**src/rtl/demux_pkg.sv**
```systemverilog
// Shared types for the demux route sequencer: FSM states, destination codes
// and the request record stored in the route FIFO.
package demux_pkg;

    typedef enum logic [1:0] {
        IDLE,
        DRIVE,
        GAPW
    } route_state_t;

    typedef logic [1:0] dest_t;

    typedef struct packed {
        logic  data;
        dest_t dest;
    } route_req_t;

    localparam dest_t DEST_O1 = 2'd0;
    localparam dest_t DEST_O2 = 2'd1;
    localparam dest_t DEST_O3 = 2'd2;
    localparam dest_t DEST_O4 = 2'd3;

endpackage

```
**src/rtl/demux_route_seq_if.sv**
```systemverilog
// Request channel into the sequencer plus the A/S1/S2 bus it drives toward the demux.
interface demux_route_seq_if;
    import demux_pkg::*;

    // Handshake: a request transfers on every rising edge where in_valid && in_ready.
    // The master holds in_data/in_dest stable while in_valid is high and not yet accepted;
    // in_ready does not depend on in_valid.
    logic  in_valid;
    logic  in_ready;
    logic  in_data;
    dest_t in_dest;
    logic  A;
    logic  S1;
    logic  S2;

    modport master (
        output in_valid,
        output in_data,
        output in_dest,
        input  in_ready,
        input  A,
        input  S1,
        input  S2
    );

    modport slave (
        input  in_valid,
        input  in_data,
        input  in_dest,
        output in_ready,
        output A,
        output S1,
        output S2
    );

endinterface

```
**src/rtl/route_fifo.sv**
```systemverilog
// Synchronous FIFO of route requests; full/empty are derived from the occupancy count.
module route_fifo
    import demux_pkg::*;
#(
    parameter int DEPTH = 4
) (
    input  logic                     clk,
    input  logic                     rst_n,
    input  logic                     push_i,
    input  logic                     pop_i,
    input  route_req_t               wdata_i,
    output route_req_t               rdata_o,
    output logic [$clog2(DEPTH):0]   level_o
);

    localparam int AW = $clog2(DEPTH);
    localparam logic [AW:0] FULL_LVL = (AW + 1)'(DEPTH);

    route_req_t      mem_q [DEPTH];
    logic [AW-1:0]   wr_ptr_q;
    logic [AW-1:0]   rd_ptr_q;
    logic [AW:0]     level_q;
    logic            push_ok;
    logic            pop_ok;

    assign push_ok = push_i && (level_q != FULL_LVL);
    assign pop_ok  = pop_i && (level_q != '0);

    always_ff @(posedge clk) begin
        if (!rst_n) begin
            wr_ptr_q <= '0;
            rd_ptr_q <= '0;
            level_q  <= '0;
        end else begin
            if (push_ok) wr_ptr_q <= wr_ptr_q + 1'b1;
            if (pop_ok)  rd_ptr_q <= rd_ptr_q + 1'b1;
            case ({push_ok, pop_ok})
                2'b10:   level_q <= level_q + 1'b1;
                2'b01:   level_q <= level_q - 1'b1;
                default: level_q <= level_q;
            endcase
        end
    end

    // Storage needs no reset: entries are only read once counted in level_q.
    always_ff @(posedge clk) begin
        if (push_ok) mem_q[wr_ptr_q] <= wdata_i;
    end

    assign rdata_o = mem_q[rd_ptr_q];
    assign level_o = level_q;

endmodule

```
**src/rtl/demux_route_seq.sv**
```systemverilog
// Buffers routing requests and drives A/S1/S2 for HOLD cycles per route, then GAP idle
// cycles, so the selects never move while a destination is being driven.
module demux_route_seq
    import demux_pkg::*;
#(
    parameter int DEPTH = 4,
    parameter int HOLD  = 4,
    parameter int GAP   = 1
) (
    input  logic                     clk,
    input  logic                     rst_n,
    demux_route_seq_if.slave         bus,
    output logic                     busy,
    output logic [$clog2(DEPTH):0]   level,
    output route_state_t             dbg_state_o
);

    localparam int LW      = $clog2(DEPTH) + 1;
    localparam int CNT_MAX = (HOLD > GAP) ? HOLD : GAP;
    localparam int CW      = $clog2(CNT_MAX) + 1;
    localparam logic [LW-1:0] FULL_LVL = LW'(DEPTH);
    localparam logic [CW-1:0] HOLD_LD  = CW'(HOLD - 1);
    localparam logic [CW-1:0] GAP_LD   = (GAP > 0) ? CW'(GAP - 1) : '0;

    route_state_t    state_q;
    logic [CW-1:0]   cnt_q;
    logic            a_q;
    logic            s1_q;
    logic            s2_q;
    logic            busy_q;

    route_req_t      req;
    route_req_t      head;
    logic [LW-1:0]   fifo_level;
    logic            fifo_empty;
    logic            push;
    logic            pop;

    assign req          = '{data: bus.in_data, dest: bus.in_dest};
    assign fifo_empty   = (fifo_level == '0);
    assign bus.in_ready = rst_n && (fifo_level != FULL_LVL);
    assign push         = bus.in_valid && bus.in_ready;

    route_fifo #(.DEPTH(DEPTH)) u_fifo (
        .clk     (clk),
        .rst_n   (rst_n),
        .push_i  (push),
        .pop_i   (pop),
        .wdata_i (req),
        .rdata_o (head),
        .level_o (fifo_level)
    );

    // A pop is exactly the edge that loads a new route into DRIVE.
    always_comb begin
        pop = 1'b0;
        if (!fifo_empty) begin
            case (state_q)
                IDLE:    pop = 1'b1;
                DRIVE:   pop = (cnt_q == '0) && (GAP == 0);
                GAPW:    pop = (cnt_q == '0);
                default: pop = 1'b0;
            endcase
        end
    end

    always_ff @(posedge clk) begin
        if (!rst_n) begin
            state_q <= IDLE;
            cnt_q   <= '0;
            a_q     <= 1'b0;
            s1_q    <= 1'b0;
            s2_q    <= 1'b0;
            busy_q  <= 1'b0;
        end else if (pop) begin
            state_q <= DRIVE;
            cnt_q   <= HOLD_LD;
            a_q     <= head.data;
            s1_q    <= head.dest[0];
            s2_q    <= head.dest[1];
            busy_q  <= 1'b1;
        end else begin
            case (state_q)
                DRIVE: begin
                    if (cnt_q != '0) begin
                        cnt_q <= cnt_q - 1'b1;
                    end else if (GAP > 0) begin
                        state_q <= GAPW;
                        cnt_q   <= GAP_LD;
                        a_q     <= 1'b0;
                    end else begin
                        state_q <= IDLE;
                        a_q     <= 1'b0;
                        busy_q  <= 1'b0;
                    end
                end
                GAPW: begin
                    if (cnt_q != '0) begin
                        cnt_q <= cnt_q - 1'b1;
                    end else begin
                        state_q <= IDLE;
                        busy_q  <= 1'b0;
                    end
                end
                default: begin
                    state_q <= IDLE;
                    a_q     <= 1'b0;
                end
            endcase
        end
    end

    assign bus.A       = a_q;
    assign bus.S1      = s1_q;
    assign bus.S2      = s2_q;
    assign busy        = busy_q;
    assign level       = fifo_level;
    assign dbg_state_o = state_q;

endmodule

```
**src/flat_wrapper.sv**
```systemverilog
// flat-port wrapper written by rule: the top's interface ports become plain ports
module demux_route_seq_flat import demux_pkg::*;
#(
    parameter int DEPTH = 4,
    parameter int HOLD  = 4,
    parameter int GAP   = 1
)
  (clk, rst_n, busy, level, dbg_state_o, bus_in_valid, bus_in_data, bus_in_dest, bus_in_ready, bus_A, bus_S1, bus_S2);
  demux_route_seq_if bus_i ();
  input  logic clk;
  input  logic rst_n;
  output logic busy;
  output logic [$clog2(DEPTH):0] level;
  output route_state_t dbg_state_o;
  input wire logic [$bits(bus_i.in_valid)-1:0] bus_in_valid;
  input wire logic [$bits(bus_i.in_data)-1:0] bus_in_data;
  input wire logic [$bits(bus_i.in_dest)-1:0] bus_in_dest;
  output wire logic [$bits(bus_i.in_ready)-1:0] bus_in_ready;
  output wire logic [$bits(bus_i.A)-1:0] bus_A;
  output wire logic [$bits(bus_i.S1)-1:0] bus_S1;
  output wire logic [$bits(bus_i.S2)-1:0] bus_S2;
  assign bus_i.in_valid = bus_in_valid;
  assign bus_i.in_data = bus_in_data;
  assign bus_i.in_dest = bus_in_dest;
  assign bus_in_ready = bus_i.in_ready;
  assign bus_A = bus_i.A;
  assign bus_S1 = bus_i.S1;
  assign bus_S2 = bus_i.S2;
  demux_route_seq #(.DEPTH(DEPTH), .HOLD(HOLD), .GAP(GAP)) u_core (.clk(clk), .rst_n(rst_n), .bus(bus_i), .busy(busy), .level(level), .dbg_state_o(dbg_state_o));
endmodule
```
**config.mk**
```make
export PLATFORM = sky130hd
export DESIGN_NAME = demux_route_seq_flat
export DESIGN_NICKNAME = d
export VERILOG_FILES = /design/src/rtl/demux_pkg.sv /design/src/rtl/demux_route_seq_if.sv /design/src/rtl/route_fifo.sv /design/src/rtl/demux_route_seq.sv /design/src/flat_wrapper.sv
export SDC_FILE = /design/constraint.sdc
export NUM_CORES = 1
export LEC_CHECK = 0
export ABC_AREA = 1
export BUFFER_PORTS_ARGS = -buffer_cell sky130_fd_sc_hd__buf_2
export CAP_MARGIN = 30
export CORE_UTILIZATION = 45
export CTS_CLUSTER_SIZE = 24
export DETAILED_ROUTE_END_ITERATION = 12
export MAX_ROUTING_LAYER = met4
export PLACE_DENSITY = 0.75
export SYNTH_ARGS = -nofsm -noshare
export SYNTH_HDL_FRONTEND = slang
export SYNTH_SLANG_ARGS = --single-unit
```
**constraint.sdc**
```tcl
create_clock -name clk -period 2.5 [get_ports clk]
set_input_delay 0.125 -clock clk [delete_from_list [all_inputs] [get_ports clk]]
set_output_delay 0.125 -clock clk [all_outputs]
set_load 0.02 [all_outputs]
```
# After elaboration in Yosys (flattened, before gate mapping)
# Memories as Yosys holds them, arrays and structs flattened. A register that Yosys moved wholly into a read port is not among the register bits.
# Index checks and enable logic that the tools add are counted.
[op_classes]
addsub = 5
eq_ne = 13
muxes = 20
n_bitwise = 1
n_reduce_logical = 20
[op_table]
columns = ["operator", "n"]
rows = [
  ["3-bit case mux with 2 select lines", 2],
  ["2-bit AND reduction", 6],
  ["2-bit 2-to-1 mux", 5],
  ["3-bit != test, second input constant", 3],
  ["3-bit nonzero test", 3],
  ["1-bit 2-to-1 mux", 8],
  ["2-bit != test, second input constant", 4],
  ["3-bit zero test", 2],
  ["3-bit 2-to-1 mux", 2],
  ["2-bit nonzero test", 3],
  ["3-bit by 1-bit subtractor with 3-bit output, second input constant", 2],
  ["2-bit by 1-bit adder with 2-bit output, second input constant", 2],
  ["2-bit by 1-bit equality test with 1-bit output, second input constant", 2],
  ["2-bit equality test, second input constant", 2],
  ["1-bit logical AND", 4],
  ["1-bit case mux with 2 select lines", 2],
  ["2-bit case mux with 2 select lines", 1],
  ["3-bit by 1-bit adder with 3-bit output, second input constant", 1],
  ["3-bit by 2-bit != test with 1-bit output, second input constant", 1],
  ["2-bit zero test", 1],
  ["2-bit by 1-bit != test with 1-bit output, second input constant", 1],
  ["2-bit OR reduction", 1],
  ["1-bit inverter", 1],
]
[totals]
register_bits = 16
ram_bits = 12
inputBits = 6
memories = 1
[memory_table]
columns = ["name", "depth", "word_bits", "rd", "rd_clocked_by_memory_dff", "wr", "line_no", "source"]
rows = [
  ["u_core.u_fifo.mem_q", 4, 3, 1, 1, 1, "route_fifo.sv:19", "route_req_t mem_q [DEPTH];"],
]

# Logic depth before layout (Yosys ltp)
[depth]
depth_word = 6
ltp_mapped = 13
depth_no_buf = 13

# By module
# From an unflattened synthesis, not the netlist that was laid out.
[hier_totals]
cells_unflattened = 158
hier_area_um2 = 1400.1
[by_module_without_submodules]
columns = ["module", "n_inst", "cells_per_inst", "area_each_um2"]
rows = [
  ["route_fifo", 1, 97, 950.9],
  ["demux_route_seq", 1, 61, 449.2],
]

# Worst setup path after synthesis
# OpenSTA, ideal clock, no wires.
[synth_timing]
path_kind = "flip-flop to flip-flop"
from = "register u_core.state_q[0] (netlist: u_core.dbg_state_o[0])"
to = "register u_core.u_fifo.level_q[2] (netlist: u_core.u_fifo.level_o[2])"
setup_time_ns = 0.119
t_arrival_ns = 1.965
setup_slack_ns = 0.416
path_stages_with_launch = 13
synth_period_minus_slack_ns = 2.084
cell_sequence = "dfxtp_1 > inv_1 > ha_1 > nand3_2 > nand2_2 > nand2_4 > inv_1 > ha_1 > fa_1 > nand2_1 > nand2_1 > o21ai_0 > a21oi_1"
[synth_via]
elab_chain_len = 6
elab_cells_between_ends = 9
[synth_lines]
columns = ["item", "line_no", "source"]
rows = [
  ["from (decl)", "demux_route_seq.sv:25", "route_state_t state_q;"],
  ["from (signal assigned)", "demux_route_seq.sv:69", "state_q <= IDLE;"],
  ["from (signal assigned)", "demux_route_seq.sv:76", "state_q <= DRIVE;"],
  ["from (signal assigned)", "demux_route_seq.sv:88", "state_q <= GAPW;"],
  ["2-bit equality test / 2-bit zero test (equally long branches)", "demux_route_seq.sv:58", "case (state_q)"],
  ["1-bit case mux with 2 select lines *", "demux_route_seq.sv:58", ""],
  ["1-bit 2-to-1 mux *", "demux_route_seq.sv:57", "if (!fifo_empty) begin"],
  ["1-bit logical AND *", "route_fifo.sv:27", "assign pop_ok = pop_i && (level_q != '0);"],
  ["2-bit by 1-bit equality test with 1-bit output / 2-bit equality test (equally long branches)", "route_fifo.sv:37", "case ({push_ok, pop_ok})"],
  ["3-bit case mux with 2 select lines / 2-bit nonzero test (equally long branches)", "-", ""],
  ["to (signal assigned)", "route_fifo.sv:38", "2'b10: level_q <= level_q + 1'b1;"],
  ["to (signal assigned)", "route_fifo.sv:39", "2'b01: level_q <= level_q - 1'b1;"],
  ["to (signal assigned)", "route_fifo.sv:40", "default: level_q <= level_q;"],
  ["to (decl)", "route_fifo.sv:22", "logic [AW:0] level_q;"],
]
# Mark *: on every way between the ends. The rest lies on a longest branch, timed or not.
# A chain may end at the register's enable or synchronous reset.

# Worst setup path after layout
# Same ends and word-level chain as after synthesis.

==> results.yml <==
clock_tree:
  cts_tree: "built"
  clk_pin_slew_ns: 0.09
  clk_latency_ns: 0.33
  cts_made_buffers: 5
  cts_resized: 0
  clock-sinks: 30
  max-clock-path-buffers: 2
  ctsRootBufferMaster: "clkbuf_4"
  htreeDepth: 2
finish:
  final_cells: 236
  syn_to_final_growth_pct: 14.27
  nets: 208
  drive_gt1_share_pct: 18.23
  final_cell_area_um2: 1663
  diodes: 0
logic_synthesis:
  syn_area_um2: 1455
  synthTopCellsByArea: "dfxtp_1 (25%), edfxtp_1 (25%), ha_1 (8.6%)"
  synth_warnings: 0
  syn_inst: 168
  synth_fp_nets: 185
  syn_area_per_cell_um2: 8.662
  yosysTopAreaCell: "dfxtp_1"
  yosysUniqueCellTypes: 24
  synth_top_area_share_pct: 24.76
  ys_seq_area_share_pct: 49.53
  ys_ff_latch: 30
die:
  die_w_um: 58.87
  io_pins: 16
  dieArea_um2: 3465
  coreArea_um2: 3053
  die_y_um: 58.87
  core.rowCount: 20
  start_util_pct: 47.66
global_routing:
  grt_pass1_vias: 1003
  antenna_found_initial: 0
  grt.overflow.total: 0
  grt_pass1_wl_mm: 4.112
  grt_max_degree: 14
  grt_usage_pct: 17.00
timing:
  min_period_ns: 2.200
  fin_tns_setup_ns: 0
  period_share_pct: 88.00
  fmax_mhz: 454.5
  rsz0062_at_grt: "false"
  finalClockSkew_ns: 0.01513
  relSlewSlack_pct: 79.44
  finalSetupViolations: 0
  hold_viol: 0
  drv_slew: 0
  worstMarginPinSlew_ns: 0.3072
drt:
  wl_per_cell_um: 9.530
  routed_wirelength_mm: 2.249
  drt_iter0_markers: 19
  vias: 1070
  route.detailed.drc: 0
  firstDrtPassIters: 4
  ant_nets: 0
  viasPerCell: 4.534
run:
  cap_violations: 0
place:
  place_congestion: 0.8330
  dp_hpwl_mm: 1.747
  portBuffers: 15
  dp_cells: 225
  placed_cell_area_um2: 1569
critical_path:
  cp-start-kind: "flip-flop"
  crit_chain: "inv_1, ha_1, nand3_2, nand2_2, nand2_4, inv_1, ha_1, fa_1, nor2_1, nor2_1, nand2_1, o21ai_0, a21oi_1"
  slowest_stage: "dfxtp_1"
  crit_required_ns: 2.76
  arrival_ns: 2.46
  crit_path_max_incr_delay_ns: 0.39
  cp-end-kind: "flip-flop"
  worstSetupPathType: "reg2reg"
  cp_max_fo: 13
power:
  leakage_nw: 0.7717
  peakVddDrop_mv: 0.6318
  p_per_area_nw_per_um2: 1082
min_path:
  hold_class: "in2reg"
run_status:
  outcome: "finished clean"
[cell type report]
| class | count | area, um^2 |
|---|---|---|
| clock buffer | 6 | 51.30 |
| clock inverter | 2 | 12.51 |
| fill | 300 | 1390 |
| inverter | 32 | 120.1 |
| multi-input combinational | 104 | 598.1 |
| sequential | 30 | 720.7 |
| tap | 44 | 55.05 |
| timing repair buffer | 18 | 105.1 |
[path summary, 6_finish.rpt]
path,startpoint,endpoint,slack (ns),depth (start not counted)
min reg2reg,u_core.u_fifo.rd_ptr_q[1]$_SDFFE_PN0N_,flip-flop,0.48,2
max,u_core.dbg_state_o[0]$_SDFFE_PN0P_,u_core.u_fifo.level_o[2]$_SDFFE_PN0P_,0.30,13
min,bus_in_valid,u_core.u_fifo.wr_ptr_q[1]$_SDFFE_PN0P_,0.05,3
max reg2reg,u_core.dbg_state_o[0]$_SDFFE_PN0P_,u_core.u_fifo.level_o[2]$_SDFFE_PN0P_,0.30,13
[layer usage]
layer | GRT usage (%) | share of wire [%] | vias up
li1 | - | - | 572
met1 | 20.11 | 48 | 472
met2 | 25.32 | 45 | 22
met3 | 5.934 | 5.2 | 4
met4 | 9.184 | 2.0 | 0
met5 | - | 0 | -
[Yosys cell counts (all sizes together)]
cell type  number
a21oi           6
a31oi           1
buf             2
dfxtp          18
edfxtp         12
fa              1
ha             10
inv            32
nand2          31
nand3          14
nand3b          1
nand4           1
nor2           26
nor3            1
o21ai           8
o21bai          1
or2             1
xor2            2
[layout by cell type, fill, tap and decap left out]
master         synthesis  routed
nand2_1               27      27
buf_2                  1      15
nand3_1               11      11
edfxtp_1              12      12
a31oi_1                1       1
nand3b_1               1       1
nand2_4                1       1
nor2_1                26      26
fa_1                   1       1
ha_1                  10      10
nand2_2                3       3
inv_1                 31      31
nor3_2                 1       1
nand3_2                3       3
clkbuf_8               0       1
xor2_1                 2       2
a21oi_1                4       4
or2_2                  1       1
nand4_1                1       1
dfxtp_1               18      18
o21ai_0                8       8
inv_2                  1       1
o21bai_1               1       1
dlygate4sd3_1          0       3
clkinv_2               0       1
clkinvlp_4             0       1
clkbuf_4               0       5
a21oi_2                2       2
[critical path: cells and delay by family (launching register included)]
kind                     cells  cell delay (ns)
AO/OA/AOI/OAI                2             0.18
buffers and inverters        2             0.18
adder cells (fa/ha/maj)      3             0.86
flip-flops                   1             0.39
AND/OR/NAND/NOR              6             0.53
[registers in the layout (all words and copies together), names as in the netlist, named ones only]
signal,cells
u_core.u_fifo.mem_q,12
u_core.u_fifo.wr_ptr_q,2
u_core.dbg_state_o,2
u_core.cnt_q,3
u_core.u_fifo.level_o,3
u_core.u_fifo.rd_ptr_q,2
u_core.bus.S2,1
u_core.bus.S1,1
u_core.bus.A,1
u_core.busy,1
[repair_timing]
action / 4_1_cts / 5_1_grt
endpoints found under the hold margin: 12 / 0
hold buffers: 3 / 0
buffers inserted: 0 / 0
[cells by family after synthesis]
logic type | count (synthesis) | share of synthesized area, %
buffers and inverters | 34 | 9.372
adder cells (fa/ha/maj) | 11 | 9.974
AND/OR/NAND/NOR | 75 | 23.65
XOR/XNOR | 2 | 1.204
AO/OA/AOI/OAI | 16 | 6.278
flip-flops | 30 | 49.53
[through the flow]
stage          util (%)  hold slack, ns  power [W]  worst slack (ns)
2_1_floorplan         -          0.2239   0.001356            0.4160
3_3_place_gp      51.39          0.3386   0.001497            0.4243
3_5_place_dp      51.39          0.3445   0.001511            0.3014
4_1_cts           54.47         0.02787   0.001823            0.2839
5_1_grt           54.47         0.05198   0.001990           0.07314
6_report          54.47         0.04981   0.001800            0.3000
[power by group]
| part | leakage [nW] | switching [W] | total [W] | internal [W] |
|---|---|---|---|---|
| registers | 0.258 | 0.0000808 | 0.000700 | 0.000619 |
| logic | 0.480 | 0.000502 | 0.000795 | 0.000293 |
| clock network | 0.0343 | 0.000170 | 0.000305 | 0.000135 |
Note: power is estimated with default switching activity, not from simulation.
